## config.mk

```make
export PLATFORM = sky130hd
export DESIGN_NAME = dmem_ctrl
export DESIGN_NICKNAME = d
export VERILOG_FILES = /design/src/rtl/dmem_ctrl_pkg.sv /design/src/rtl/dmem_lane.sv /design/src/rtl/dmem_ctrl.sv
export SDC_FILE = /design/constraint.sdc
export NUM_CORES = 1
export LEC_CHECK = 0
export ABC_AREA = 1
export BUFFER_PORTS_ARGS = -buffer_cell sky130_fd_sc_hd__buf_4
export CORE_AREA = 8 8 273 275
export DETAILED_ROUTE_END_ITERATION = 8
export DIE_AREA = 0 0 281 283
export GPL_ROUTABILITY_DRIVEN = 0
export PLACE_DENSITY = 0.4
export SETUP_SLACK_MARGIN = 0.2
export SYNTH_ARGS = -nofsm -noshare
export SYNTH_HDL_FRONTEND = slang
export SYNTH_SLANG_ARGS = --single-unit
```

## constraint.sdc

```tcl
create_clock -name clk -period 4.2 [get_ports clk]
set_input_delay 0.21 -clock clk [delete_from_list [all_inputs] [get_ports clk]]
set_output_delay 0.21 -clock clk [all_outputs]
set_load 0.03 [all_outputs]
```

## src/rtl/dmem_ctrl_pkg.sv

```systemverilog
// Shared types for the data-memory controller: FSM states, memory-op encodings,
// the issue packet from the LSQ and the CDB broadcast record.
package dmem_ctrl_pkg;

    localparam int XLEN      = 32;
    localparam int ROB_TAG_W = 4;

    localparam logic LS_LOAD  = 1'b0;
    localparam logic LS_STORE = 1'b1;

    typedef enum logic [2:0] {
        ST_IDLE  = 3'd0,
        ST_REQ   = 3'd1,
        ST_WAIT  = 3'd2,
        ST_HOLD  = 3'd3,
        ST_DRAIN = 3'd4
    } dmem_state_e;

    // Bit 2 marks the unsigned load variants; stores only use B/H/W.
    typedef enum logic [2:0] {
        MEM_B  = 3'b000,
        MEM_H  = 3'b001,
        MEM_W  = 3'b010,
        MEM_BU = 3'b100,
        MEM_HU = 3'b101
    } mem_op_e;

    typedef struct packed {
        logic [63:0]     order;
        logic [XLEN-1:0] insn;
        logic [XLEN-1:0] pc_rdata;
        logic [XLEN-1:0] mem_addr;
        logic [3:0]      mem_rmask;
        logic [3:0]      mem_wmask;
        logic [XLEN-1:0] mem_rdata;
        logic [XLEN-1:0] mem_wdata;
    } rvfi_t;

    typedef struct packed {
        logic                 valid;
        mem_op_e              mem_op;
        logic                 ls;
        logic [XLEN-1:0]      rs1_v;
        logic [XLEN-1:0]      rs2_v;
        logic [XLEN-1:0]      offset;
        logic [ROB_TAG_W-1:0] rob_tag;
        rvfi_t                rvfi;
    } fu_pkt_t;

    typedef struct packed {
        logic                 valid;
        logic [ROB_TAG_W-1:0] rob_tag;
        logic [XLEN-1:0]      data;
        rvfi_t                rvfi;
    } cdb_t;

    function automatic logic is_misaligned(input mem_op_e op, input logic [1:0] lo);
        case (op)
            MEM_H, MEM_HU: return lo[0];
            MEM_W:         return lo != 2'b00;
            default:       return 1'b0;
        endcase
    endfunction

endpackage

```

## src/rtl/dmem_lane.sv

```systemverilog
// Byte-lane steering: access masks, store-data shift and load extraction/extension.
// Purely combinational, no state and no backpressure.
module dmem_lane
    import dmem_ctrl_pkg::*;
(
    input  mem_op_e     mem_op,
    input  logic        ls,
    input  logic [1:0]  addr_lo,
    input  logic [31:0] rdata,
    input  logic [31:0] rs2_v,
    output logic [3:0]  rmask,
    output logic [3:0]  wmask,
    output logic [31:0] wdata,
    output logic [31:0] load_data
);

    logic [3:0]  mask;
    logic [7:0]  byte_sel;
    logic [15:0] half_sel;

    always_comb begin
        mask = 4'b0000;
        case (mem_op)
            MEM_B, MEM_BU: mask = 4'b0001 << addr_lo;
            MEM_H, MEM_HU: mask = 4'b0011 << addr_lo;
            MEM_W:         mask = 4'b1111;
            default:       mask = 4'b0000;
        endcase
    end

    assign rmask = (ls == LS_LOAD)  ? mask : 4'b0000;
    assign wmask = (ls == LS_STORE) ? mask : 4'b0000;
    assign wdata = rs2_v << {addr_lo, 3'b000};

    // Halves are only ever extracted from aligned offsets 0 or 2.
    assign byte_sel = rdata[{addr_lo, 3'b000} +: 8];
    assign half_sel = addr_lo[1] ? rdata[31:16] : rdata[15:0];

    always_comb begin
        load_data = 32'h0;
        if (ls == LS_LOAD) begin
            case (mem_op)
                MEM_B:   load_data = {{24{byte_sel[7]}}, byte_sel};
                MEM_BU:  load_data = {24'h0, byte_sel};
                MEM_H:   load_data = {{16{half_sel[15]}}, half_sel};
                MEM_HU:  load_data = {16'h0, half_sel};
                MEM_W:   load_data = rdata;
                default: load_data = 32'h0;
            endcase
        end
    end

endmodule

```

## src/rtl/dmem_ctrl.sv

```systemverilog
// Single-outstanding data-memory controller: accept op, issue one request, wait, broadcast on CDB.
// Latency 2 cycles + memory delay to cdb_req; backpressure high whenever not idle.
module dmem_ctrl
    import dmem_ctrl_pkg::*;
(
    input  logic        clk,
    input  logic        rst,
    input  logic        flush,
    input  fu_pkt_t     mem_pkt,
    output logic        backpressure,
    output logic [31:0] dmem_addr,
    output logic [3:0]  dmem_rmask,
    output logic [3:0]  dmem_wmask,
    output logic [31:0] dmem_wdata,
    input  logic [31:0] dmem_rdata,
    input  logic        dmem_resp,
    output logic        cdb_req,
    input  logic        cdb_gnt,
    output cdb_t        cdb_out
);

    dmem_state_e state_q, state_d;

    mem_op_e              op_q;
    logic                 ls_q;
    logic                 mis_q;
    logic [31:0]          addr_q;
    logic [31:0]          rs2_q;
    logic [ROB_TAG_W-1:0] tag_q;
    rvfi_t                rvfi_q;
    logic [31:0]          data_q;
    logic [31:0]          rdata_q;

    logic [31:0] pkt_addr;
    logic        pkt_mis;
    logic        accept;
    logic        resp_take;

    logic [3:0]  lane_rmask;
    logic [3:0]  lane_wmask;
    logic [31:0] lane_wdata;
    logic [31:0] lane_load;

    assign pkt_addr  = mem_pkt.rs1_v + mem_pkt.offset;
    assign pkt_mis   = is_misaligned(mem_pkt.mem_op, pkt_addr[1:0]);
    assign accept    = (state_q == ST_IDLE) && mem_pkt.valid && !flush;
    assign resp_take = (state_q == ST_WAIT) && dmem_resp && !flush;

    dmem_lane u_lane (
        .mem_op    (op_q),
        .ls        (ls_q),
        .addr_lo   (addr_q[1:0]),
        .rdata     (dmem_rdata),
        .rs2_v     (rs2_q),
        .rmask     (lane_rmask),
        .wmask     (lane_wmask),
        .wdata     (lane_wdata),
        .load_data (lane_load)
    );

    always_ff @(posedge clk) begin
        if (rst) begin
            state_q <= ST_IDLE;
        end else begin
            state_q <= state_d;
        end
    end

    always_comb begin
        state_d = state_q;
        case (state_q)
            ST_IDLE: begin
                if (mem_pkt.valid && !flush) begin
                    state_d = pkt_mis ? ST_HOLD : ST_REQ;
                end
            end
            // The request has already gone out, so a flush here must still drain its response.
            ST_REQ: state_d = flush ? ST_DRAIN : ST_WAIT;
            ST_WAIT: begin
                if (flush) begin
                    state_d = dmem_resp ? ST_IDLE : ST_DRAIN;
                end else if (dmem_resp) begin
                    state_d = ST_HOLD;
                end
            end
            ST_HOLD: begin
                if (flush || cdb_gnt) begin
                    state_d = ST_IDLE;
                end
            end
            ST_DRAIN: begin
                if (dmem_resp) begin
                    state_d = ST_IDLE;
                end
            end
            default: state_d = ST_IDLE;
        endcase
    end

    always_ff @(posedge clk) begin
        if (rst) begin
            op_q    <= MEM_B;
            ls_q    <= 1'b0;
            mis_q   <= 1'b0;
            addr_q  <= 32'h0;
            rs2_q   <= 32'h0;
            tag_q   <= '0;
            rvfi_q  <= '0;
            data_q  <= 32'h0;
            rdata_q <= 32'h0;
        end else if (accept) begin
            op_q    <= mem_pkt.mem_op;
            ls_q    <= mem_pkt.ls;
            mis_q   <= pkt_mis;
            addr_q  <= pkt_addr;
            rs2_q   <= mem_pkt.rs2_v;
            tag_q   <= mem_pkt.rob_tag;
            rvfi_q  <= mem_pkt.rvfi;
            data_q  <= 32'h0;
            rdata_q <= 32'h0;
        end else if (resp_take) begin
            data_q  <= lane_load;
            rdata_q <= (ls_q == LS_LOAD) ? dmem_rdata : 32'h0;
        end
    end

    always_comb begin
        backpressure = (state_q != ST_IDLE);
        cdb_req      = (state_q == ST_HOLD);

        dmem_addr  = 32'h0;
        dmem_rmask = 4'b0000;
        dmem_wmask = 4'b0000;
        dmem_wdata = 32'h0;
        if (state_q == ST_REQ) begin
            dmem_addr  = {addr_q[31:2], 2'b00};
            dmem_rmask = lane_rmask;
            dmem_wmask = lane_wmask;
            dmem_wdata = lane_wdata;
        end

        // Everything on the CDB is driven from latched state, so it holds steady until granted.
        cdb_out = '0;
        if (state_q == ST_HOLD) begin
            cdb_out.valid          = 1'b1;
            cdb_out.rob_tag        = tag_q;
            cdb_out.data           = data_q;
            cdb_out.rvfi           = rvfi_q;
            cdb_out.rvfi.mem_addr  = {addr_q[31:2], 2'b00};
            cdb_out.rvfi.mem_rmask = mis_q ? 4'b0000 : lane_rmask;
            cdb_out.rvfi.mem_wmask = mis_q ? 4'b0000 : lane_wmask;
            cdb_out.rvfi.mem_rdata = rdata_q;
            cdb_out.rvfi.mem_wdata = (ls_q == LS_STORE && !mis_q) ? lane_wdata : 32'h0;
        end
    end

endmodule
```

==> results of run 1 <==
-- power by group through the flow --
stage	sequential, mW	combinational [mW]	clock [mW]
after floorplan	2.90	1.26	0
after global placement	2.93	2.07	0
after detailed placement	2.93	2.08	0
after CTS	2.88	2.24	3.31
after global routing	2.90	2.45	3.41
final	2.88	2.21	3.17
-- metrics by stage --
| step | hold slack (ns) | worst slack [ns] |
|---|---|---|
| after detailed placement | 0.4111 | 1.178 |
| final | 0.04736 | 0.6351 |
| after CTS | 0.0006357 | 0.5924 |
| after floorplan | 0.3131 | 1.627 |
| after global placement | 0.4113 | 1.304 |
| after global routing | 0.006507 | 0.4215 |
-- critical path: stages (launching register included) --
cell	delay (ns)
dfxtp_1	0.41
nor2_1	0.07
nand2_1	0.24
clkinv_1	0.72
a31oi_1	0.83
or2_2	0.28
nor2_1	0.05
buf_4	0.21
-- layer usage --
layer | routed length [microns] | global-route usage [%]
met1 | 32770 | 22.56
met2 | 35970 | 31.41
met3 | 5712 | 4.332
met4 | 2006 | 5.264
met5 | 35 | 0
-- state kept, by name, summed over array words and instances (netlist names) --
| register | cells |
|---|---|
| tag_q | 4 |
| state_q | 3 |
| addr_q | 32 |
| rdata_q | 32 |
| rs2_q | 32 |
| op_q | 3 |
| ls_q | 1 |
| rvfi_q | 128 |
| mis_q | 1 |
| data_q | 32 |
-- kinds of logic after synthesis --
logic type	Yosys count	synth area share [%]
adders and majority gates	32	2.806
buffers and inverters	553	15.15
AOI/OAI and AO/OA	427	16.10
other	1	0.02580
DFF	268	36.91
and+or+nand+nor	1041	27.89
xor gates and xnor gates	13	0.7832
muxes	5	0.3443
-- layout by cell type, fill, tap and decap left out, types with 9 or more instances in the layout --
master / netlist / layout
a211oi_1: 32 / 32
ha_1: 31 / 31
o21ai_1: 103 / 103
clkbuf_16: 0 / 37
dfxtp_1: 268 / 266
nor2_1: 391 / 391
xor2_1: 9 / 9
nand2_1: 567 / 566
nand3_1: 56 / 55
inv_1: 418 / 417
dlygate4sd3_1: 0 / 172
o21ai_0: 113 / 113
a21oi_1: 135 / 135
o221ai_1: 12 / 12
nor3_1: 12 / 12
buf_4: 18 / 620
-- area by class of cell --
cell class,count,share of cell area [%]
timing repair buffer,796,28.23
tap,950,5.198
clock inverter,13,0.6511
multi-input combinational,1522,30.69
clock buffer,53,4.662
sequential,268,23.47
antenna,7,0.07660
inverter,426,7.015
-- how the worst max path moves through the flow --
stage,depth (start not counted),endpoint,slack [ns],startpoint
floorplan,7,cdb_out[128],1.63,state_q[0]$_SDFFE_PP0P_
global placement,9,rdata_q[8]$_SDFFE_PP0P_,1.30,state_q[0]$_SDFFE_PP0P_
detailed placement,9,rdata_q[9]$_SDFFE_PP0P_,1.18,state_q[0]$_SDFFE_PP0P_
CTS,7,cdb_out[3],0.59,state_q[0]$_SDFFE_PP0P_
global route,7,cdb_out[3],0.42,state_q[0]$_SDFFE_PP0P_
finish,7,dmem_rmask[3],0.64,op_q[2]$_SDFFE_PP0P_
==> run metrics, run 1 <==
worst r2r src state_q[0]$_SDFFE_PP0P_; Setup TNS 0 ns; Routed WL per cell around 19 microns; Slew Viols, Final 0; initial core utilization 20.62%; # setup viols final 0; Inst Count DP around 3800; DP HPWL between 50000 and 60000 microns; chip width 281 microns; Initial DRC Count roughly 1100; FF-to-FF setup slack 1.24 ns; synth warn 0; CTS Buffer Depth 3; via count 17180; power share of the clock group 38.4%; IO Count around 700; Cell variety after synth 41; hold endpoint rdata_q[7]$_SDFFE_PP0P_; crit path launch type flip-flop; register area share after synthesis 36.91%; Critical Path AT about 3.4 ns; overall die area 0.07952 sq mm; Num CTS Buffers 37; worst-case clock skew 0.01454 ns; share of flip-flops with an asynchronous set or reset 0%; final core utilization 32.43%; Die Y 283 microns; Clk Tree Root Cell clkbuf_16; post-CTS sizing 0; share of cells above drive strength 1 22.94%; Leak Pwr between 10 and 15 nW; count leader, synth nand2_1; Slew headroom 27.22%; worst hold path class input pin to flip-flop; synth cell count leaders 567 x nand2_1, 418 x inv_1, 391 x nor2_1; min-delay src dmem_rdata[7]; number of flops mapped to enable cells by yosys 0; fmax 280.5 MHz; Worst Setup End Kind primary output; Core Rows 98; top cells by area, synth dfxtp_1 37%, nand2_1 15%, inv_1 11%; CTS Hold Bufs between 150 and 200; critical-path maximum fanout 26; RSZ-0062 raised after global routing false; Skew-Pair Late Insertion Delay approximately 0.55 ns; vias in the first global route 17610; Synth top area share ~37%; Comb power frac a little over a quarter; reg2reg path depth 9; Total Nets Final 3457; mapped cell area about 0.015 sq mm; CTS tree built; Routed WL ~76000 microns; crit path kind flip-flop to primary output; antenna violations before repair 8; Internal about 5.4 mW; Pwr Density 361.5 mW/mm^2; CP required between 3 and 4 ns; Final Cycle Share 84.88%; Post-DP Area approximately 0.02 sq mm; synthesized area per cell about 6.2 sq um; post-synth top area cell dfxtp_1; VDD IR-drop max around 0.25 mV; Finished Layout Cells between 4000 and 5000; design area between 0.02 and 0.025 sq mm; Net Sw Frac roughly a third; largest net degree at the start of global routing about 150; DRC Markers 0; Hold Vio Cnt, Final 0; Final Critical Period between 3 and 4 ns; DR vias/cell around 4.3; worst r2r dst rdata_q[9]$_SDFFE_PP0P_; first-pass GRT wire length around 110000 microns; GRT Util Overall 18.31%; port bufs 608; Sequential Area 0.005368 sq mm; Clock Pin Slew Worst Setup and Hold Paths 0.05 ns; core box area about 0.071 sq mm; outcome completed; Tot Pwr slightly above 8 mW; number of synthesized register bits approximately 270; ys flop type dfxtp_1; hold path cells 3; area occupied by multi-input gates between 0.007 and 0.008 sq mm; CTS HTree Levels 2; synthesized instance count approximately 2300; Worst-Margin Slew 1.092 ns; sequential group share of total power 34.8%; Sw Pwr between 2 and 3 mW; Post-CTS Repair Setup Buffers 0; antenna viol nets, final 0; filler cell count slightly below 8000; CTS Sinks roughly 270; TritonRoute pass-1 iters 5; global route overflow 0; maxcap violations 0; Area Growth Syn to Fin 57.29%
Note: power is estimated with default switching activity, not from simulation.
==> run 2, diff against run 1 <==
--- a/config.mk
+++ b/config.mk
@@ -5,13 +5,13 @@
 export SDC_FILE = /design/constraint.sdc
 export NUM_CORES = 1
 export LEC_CHECK = 0
-export ABC_AREA = 1
+export ABC_AREA = 0
 export BUFFER_PORTS_ARGS = -buffer_cell sky130_fd_sc_hd__buf_4
-export CORE_AREA = 8 8 273 275
+export CORE_AREA = 8 8 272 274
 export DETAILED_ROUTE_END_ITERATION = 8
-export DIE_AREA = 0 0 281 283
+export DIE_AREA = 0 0 280 282
 export GPL_ROUTABILITY_DRIVEN = 0
-export PLACE_DENSITY = 0.4
+export PLACE_DENSITY = 0.41
 export SETUP_SLACK_MARGIN = 0.2
 export SYNTH_ARGS = -nofsm -noshare
 export SYNTH_HDL_FRONTEND = slang
==> constraint.sdc (replaced) <==
create_clock -name clk -period 3.2 [get_ports clk]
set_input_delay 0.16 -clock clk [delete_from_list [all_inputs] [get_ports clk]]
set_output_delay 0.16 -clock clk [all_outputs]
set_load 0.03 [all_outputs]
==> run 2 against run 1 <==
  * Sequential share of layout area is 0.20 points lower
  * Total power is 41% higher
  * Clock power is 35% higher
  * Flip-flop and latch count stayed put
  * Combinational power is 54% higher
  * Sequential power is 39% higher
  * Setup slack worse by 0.18 ns
  * Critical path depth is 2 lower
  * Critical endpoint is now cdb_out[31]
  * Die area is 0.71% lower
  * Worst hold slack better by 0.0034 ns
  * Global-route usage is 1.4 points lower
  * Cell area is 0.85% higher
==> run metrics, run 2 <==
leading cell type in the layout, fill and taps excluded buf_4; hold endpoint data_q[21]$_SDFFE_PP0P_; vias in the first global route approximately 17000; RSZ-0062 raised after global routing false; crit path launch type flip-flop; Die Y between 200 and 300 microns; Hold Vio Cnt, Final 0; synth cell count leaders 398 x nand2_1, 315 x a21oi_1, 268 x dfxtp_1; Final Critical Period 2.742 ns; Worst-Margin Slew 0.8676 ns; number of synthesized register bits 268; Worst Setup End Kind primary output; synthesized area per cell roughly 7.3 sq um; worst hold path class input pin to flip-flop; share of cells above drive strength 1 a little over a quarter; via count between 15000 and 20000; FF-to-FF setup slack 0.64 ns; DR vias/cell 4.453; CTS tree built; share of flip-flops with an asynchronous set or reset 0%; Num CTS Buffers 38; Critical Path AT 2.58 ns; initial core utilization about a fifth; reg2reg path depth 6; core box area roughly 0.070 sq mm; Initial DRC Count ~840; Clk Tree Root Cell clkbuf_16; simple-gate portion of the synthesized area between 30% and 40%; CTS HTree Levels 2; chip width roughly 280 microns; number of flops mapped to enable cells by yosys 0; Routed WL just over 70000 microns; worst r2r dst rs2_q[30]$_SDFFE_PP0P_; DP HPWL 53010 microns; largest family of logic cells by synthesized area simple AND/OR/NAND/NOR gates; crit path kind flip-flop to primary output; worst r2r src state_q[2]$_SDFFE_PP0P_; Slew headroom 42.16%; crit path from addr_q[1]$_SDFFE_PP0P_; overall die area 0.07896 sq mm; Skew-Pair Late Insertion Delay 0.55 ns; largest net degree at the start of global routing between 100 and 150; DRC Markers 0; critical-path maximum fanout 26; antenna violations before repair 7; Final Cycle Share 85.67%; maxcap violations 0; Total Nets Final 3084; global route overflow 0; outcome completed; filler cell count 7500; synth warn 0; Largest register FFs 128; port bufs between 600 and 700; Setup WS pre-CTS ~0.13 ns; area occupied by multi-input gates 0.008208 sq mm; register area share after synthesis a little under two fifths; Cell variety after synth 67; IO Count 717; top cells by area, synth dfxtp_1 38%, a21oi_1 11%, and2_1 11%; highest-count cells in the layout ignoring fill and taps 629 x buf_4, 396 x nand2_1, 314 x a21oi_1, 267 x dfxtp_1, 245 x and2_1; hold path cells 5; Post-CTS Repair Setup Buffers 0; CTS Sinks between 200 and 300; Sequential Area about 0.0054 sq mm; CTS Buffer Depth 3; largest register by flop count rvfi_q; multiplexer share of the synthesized area roughly 2.5%; worst-case clock skew between 0.02 and 0.025 ns; synthesized instance count slightly below 2000; final setup margin 0.4585 ns; VDD IR-drop max 0.3962 mV; GRT Util Overall 16.87%; CP required between 3 and 4 ns; Synth top area share between 30 and 40%; Setup TNS 0 ns; antenna viol nets, final 0; Leak Pwr 9.998 nW; count leader, synth nand2_1; Slew Viols, Final 0; Clock Pin Slew Worst Setup and Hold Paths around 0.060 ns; fmax ~360 MHz; first-pass GRT wire length roughly 100000 microns; # setup viols final 0; mapped cell area 0.01420 sq mm; min-delay src dmem_rdata[21]; final core utilization about a third; Area Growth Syn to Fin 62.35%; post-synth top area cell dfxtp_1; Compound-Gate Fraction of Synth Area between 15 and 20%; Routed WL per cell around 19 microns; ys flop type dfxtp_1; Adder-Cell Fraction of Synth Area 2.871%; xor-xnor portion of the synthesized cell area 1.665%; TritonRoute pass-1 iters 8; Pwr Density 506.9 mW/mm^2; Core Rows just under 100
-- run 2: cell type report --
cell class,instances,share of cell area (%)
antenna,5,0.05425
sequential,268,23.27
multi-input combinational,1510,35.59
tap,940,5.100
clock buffer,55,4.753
inverter,10,0.1736
timing repair buffer,850,30.38
clock inverter,12,0.6836
-- run 2: per-layer routing --
layer  vias up  part of all wire (%)  global-route usage (%)
met4         6                   2.3                   4.987
met1      7755                    41                   19.84
met5         -                 0.048                       0
li1       7933                     -                       -
met3        87                   7.1                   4.815
met2       474                    49                   29.60
-- run 2: what timing repair did --
item	CTS	global route
hold endpoints to repair	183	0
setup endpoints to repair	12	17
hold buffers	213	0
gates resized for setup	2	3
-- run 2: worst max-delay path by stage --
stage                                         end  slack (ns)  cells past startpoint
after floorplan           addr_q[26]$_SDFFE_PP0P_        0.74                     11
after global placement    addr_q[26]$_SDFFE_PP0P_        0.14                     12
after detailed placement  addr_q[26]$_SDFFE_PP0P_        0.13                     12
after CTS                           dmem_wdata[7]        0.20                      5
after global routing                 cdb_out[118]        0.25                      5
final                                 cdb_out[31]        0.46                      5
-- run 2: critical path: stages (launching register included) --
cell	delay [ns]
dfxtp_2	0.53
buf_4	0.43
mux2_2	0.38
o21ai_0	0.41
nor2_1	0.10
buf_4	0.19
-- run 2: cells by family (layout without fill, tap and decap cells) --
| group | count (synthesis) | count (layout) |
|---|---|---|
| multiplexers | 34 | 34 |
| XOR/XNOR | 27 | 27 |
| adder cells (fa/ha/maj) | 32 | 32 |
| other | 1 | 9 |
| buffers and inverters | 165 | 927 |
| AO/OA/AOI/OAI | 440 | 440 |
| flip-flops | 268 | 268 |
| AND/OR/NAND/NOR | 973 | 973 |
-- run 2: per-stage QoR --
stage / cell area, sq um / hold WS [ns] / power [mW] / cells
2_1_floorplan: 14220 / 0.2960 / 5.935 / 1943
3_3_place_gp: 19650 / 0.4072 / 7.175 / 3365
3_5_place_dp: 19650 / 0.4147 / 7.208 / 3365
4_1_cts: 23040 / 0.0008089 / 11.89 / 3645
5_1_grt: 23060 / 0.04070 / 12.35 / 3648
6_report: 23060 / 0.05072 / 11.69 / 3650
-- run 2: power breakdown --
group / switching, mW / leakage (nW) / internal [mW]
Sequential: 0.282 / 2.18 / 3.72
Combinational: 2.12 / 7.20 / 1.28
Clock: 1.67 / 0.619 / 2.62
Total: 4.07 / 10.0 / 7.62
==> run 3, diff against run 2 <==
--- a/config.mk
+++ b/config.mk
@@ -7,11 +7,13 @@
 export LEC_CHECK = 0
 export ABC_AREA = 0
 export BUFFER_PORTS_ARGS = -buffer_cell sky130_fd_sc_hd__buf_4
-export CORE_AREA = 8 8 272 274
+export CELL_PAD_IN_SITES_DETAIL_PLACEMENT = 2
+export CELL_PAD_IN_SITES_GLOBAL_PLACEMENT = 2
+export CORE_MARGIN = 8
+export CORE_UTILIZATION = 21
 export DETAILED_ROUTE_END_ITERATION = 8
-export DIE_AREA = 0 0 280 282
 export GPL_ROUTABILITY_DRIVEN = 0
-export PLACE_DENSITY = 0.41
+export PLACE_DENSITY = 0.72
 export SETUP_SLACK_MARGIN = 0.2
 export SYNTH_ARGS = -nofsm -noshare
 export SYNTH_HDL_FRONTEND = slang
==> run 3 against run 2 <==
  * Cell count shrank 2.7%
  * Count of clock-buffer cells in the layout grew 1
  * Non-clock buffer count shrank 38
  * Flip-flop and latch count is the same
  * Critical path type unchanged
  * Critical endpoint is now cdb_out[22]
  * Largest cell class unchanged
==> run metrics, run 3 (synthesized netlist as in run 2, its figures left out) <==
Slowest-stage cell, CP dfxtp_2; worst-case clock skew 0.02743 ns; core box area approximately 0.067 sq mm; GRT Util Overall between 20% and 30%; RSZ-0062 raised after global routing false; Clk Tree Root Cell clkbuf_16; Initial DRC Count roughly 730; Slew Viols, Final 0; hold slack 0.04044 ns; Num CTS Buffers 37; Slew headroom around a quarter; largest register by flop count rvfi_q; global route overflow 0; overall die area approximately 0.076 sq mm; crit-path max cell delay approximately 0.61 ns; Worst Setup End Kind primary output; Critical Path AT 2.64 ns; Routed WL 83750 microns; first-pass GRT wire length 123200 microns; Die Y 276.1 microns; Final Critical Period 2.804 ns; CP cell instances buf_4 -> mux2_2 -> a22oi_1 -> nor2_1 -> buf_4; CP required 3.04 ns; Area Growth Syn to Fin 59.21%; Hold Vio Cnt, Final 0; Pwr Density ~520 mW/mm^2; Setup TNS 0 ns; CTS Sinks 268; vias in the first global route 19050; highest-count cells in the layout ignoring fill and taps 627 x buf_4, 397 x nand2_1, 315 x a21oi_1, 267 x dfxtp_1, 245 x and2_1; Finished Layout Cells between 3000 and 4000; chip width approximately 280 microns; largest delay contributor family on the critical path flip-flops; Clock Pin Slew Worst Setup and Hold Paths 0.05 ns; critical-path maximum fanout 20; worst hold path class input pin to flip-flop; leading cell type in the layout, fill and taps excluded buf_4; Total Nets Final a little over 3000; fmax between 300 and 400 MHz; Inst Count DP between 3000 and 4000; Worst-Margin Slew approximately 1.1 ns; port bufs 608; VDD IR-drop max between 0.2 and 0.3 mV; Largest register FFs 128; DRC Markers 0; DP HPWL just under 60000 microns; initial core utilization between 20% and 30%; largest net degree at the start of global routing 122; maxcap violations 0; worst path bufs/invs 2; CP dominant cell by count buf_4; share of cells above drive strength 1 27.61%; CTS tree built; # setup viols final 0; CTS Buffer Depth 3; Final Cycle Share between 80% and 90%; CTS HTree Levels 2; TritonRoute pass-1 iters 5; Leak Pwr between 9 and 10 nW; crit path launch type flip-flop; Core Rows 95; Routed WL per cell between 20 and 25 microns; crit path kind flip-flop to primary output; antenna violations before repair 13; via count between 15000 and 20000; IO Count around 720; DR vias/cell about 4.8; FF-to-FF setup slack 0.78 ns; Skew-Pair Late Insertion Delay around 0.57 ns; outcome completed; filler cell count 7676; antenna viol nets, final 0
run 3: final timing paths:
path	depth (start not counted)	start	end
worst max-delay path	5	addr_q[1]$_SDFFE_PP0P_	cdb_out[22]
worst max register to register	7	state_q[1]$_SDFFE_PP0P_	data_q[7]$_SDFFE_PP0P_
worst min register to register	2	rvfi_q[105]$_SDFFE_PP0P_	rvfi_q[105]$_SDFFE_PP0P_
worst min-delay path	5	dmem_rdata[16]	data_q[16]$_SDFFE_PP0P_
run 3: final cells by class:
cell class / instances / area (sq um) / share of cell area [%]
Multi-Input combinational cell: 1510 / 8205 / 36.28
Timing Repair Buffer: 812 / 6644 / 29.38
Sequential cell: 268 / 5366 / 23.73
Tap cell: 873 / 1092 / 4.830
Clock inverter: 10 / 128.9 / 0.5699
Clock buffer: 56 / 1087 / 4.808
Antenna cell: 11 / 27.53 / 0.1217
Inverter: 10 / 63.81 / 0.2822
run 3: layer usage:
| layer | vias to the layer above | global-route usage [%] | part of all wire, % |
|---|---|---|---|
| met5 | - | 0 | 0.027 |
| met2 | 578 | 37.35 | 50 |
| met1 | 8402 | 22.47 | 39 |
| li1 | 7859 | - | - |
| met4 | 4 | 7.336 | 3.6 |
| met3 | 156 | 6.098 | 6.6 |
run 3: timing repair:
item | CTS | global route
buffers inserted | 0 | 1
endpoints found under the setup margin | 133 | 55
pin swaps | 0 | 1
resized for setup | 5 | 1
hold buffers | 176 | 0
hold endpoints to repair | 175 | 0
gates cloned | 0 | 1
run 3: stage by stage:
step	area [sq um]	utilization (%)	setup slack, ns	power, mW
floorplan	14220	-	0.7358	5.935
global placement	19530	29.14	0.2561	7.157
detailed placement	19530	29.14	0.2215	7.286
CTS	22550	33.64	0.2689	11.78
global route	22610	33.73	0.2371	12.35
finish	22620	33.73	0.3962	11.75
run 3: worst reg2reg max path: cells and delay by family, from the launching register on:
| family | cells | cell delay (ns) |
|---|---|---|
| AOI/OAI and AO/OA | 3 | 1.21 |
| and+or+nand+nor | 4 | 0.66 |
| DFF | 1 | 0.49 |
run 3: report_power, final:
part           total, mW  switching [mW]  internal (mW)
registers           4.04           0.320           3.72
logic               3.49            2.25           1.24
clock network       4.22            1.71           2.51
total               11.7            4.27           7.47
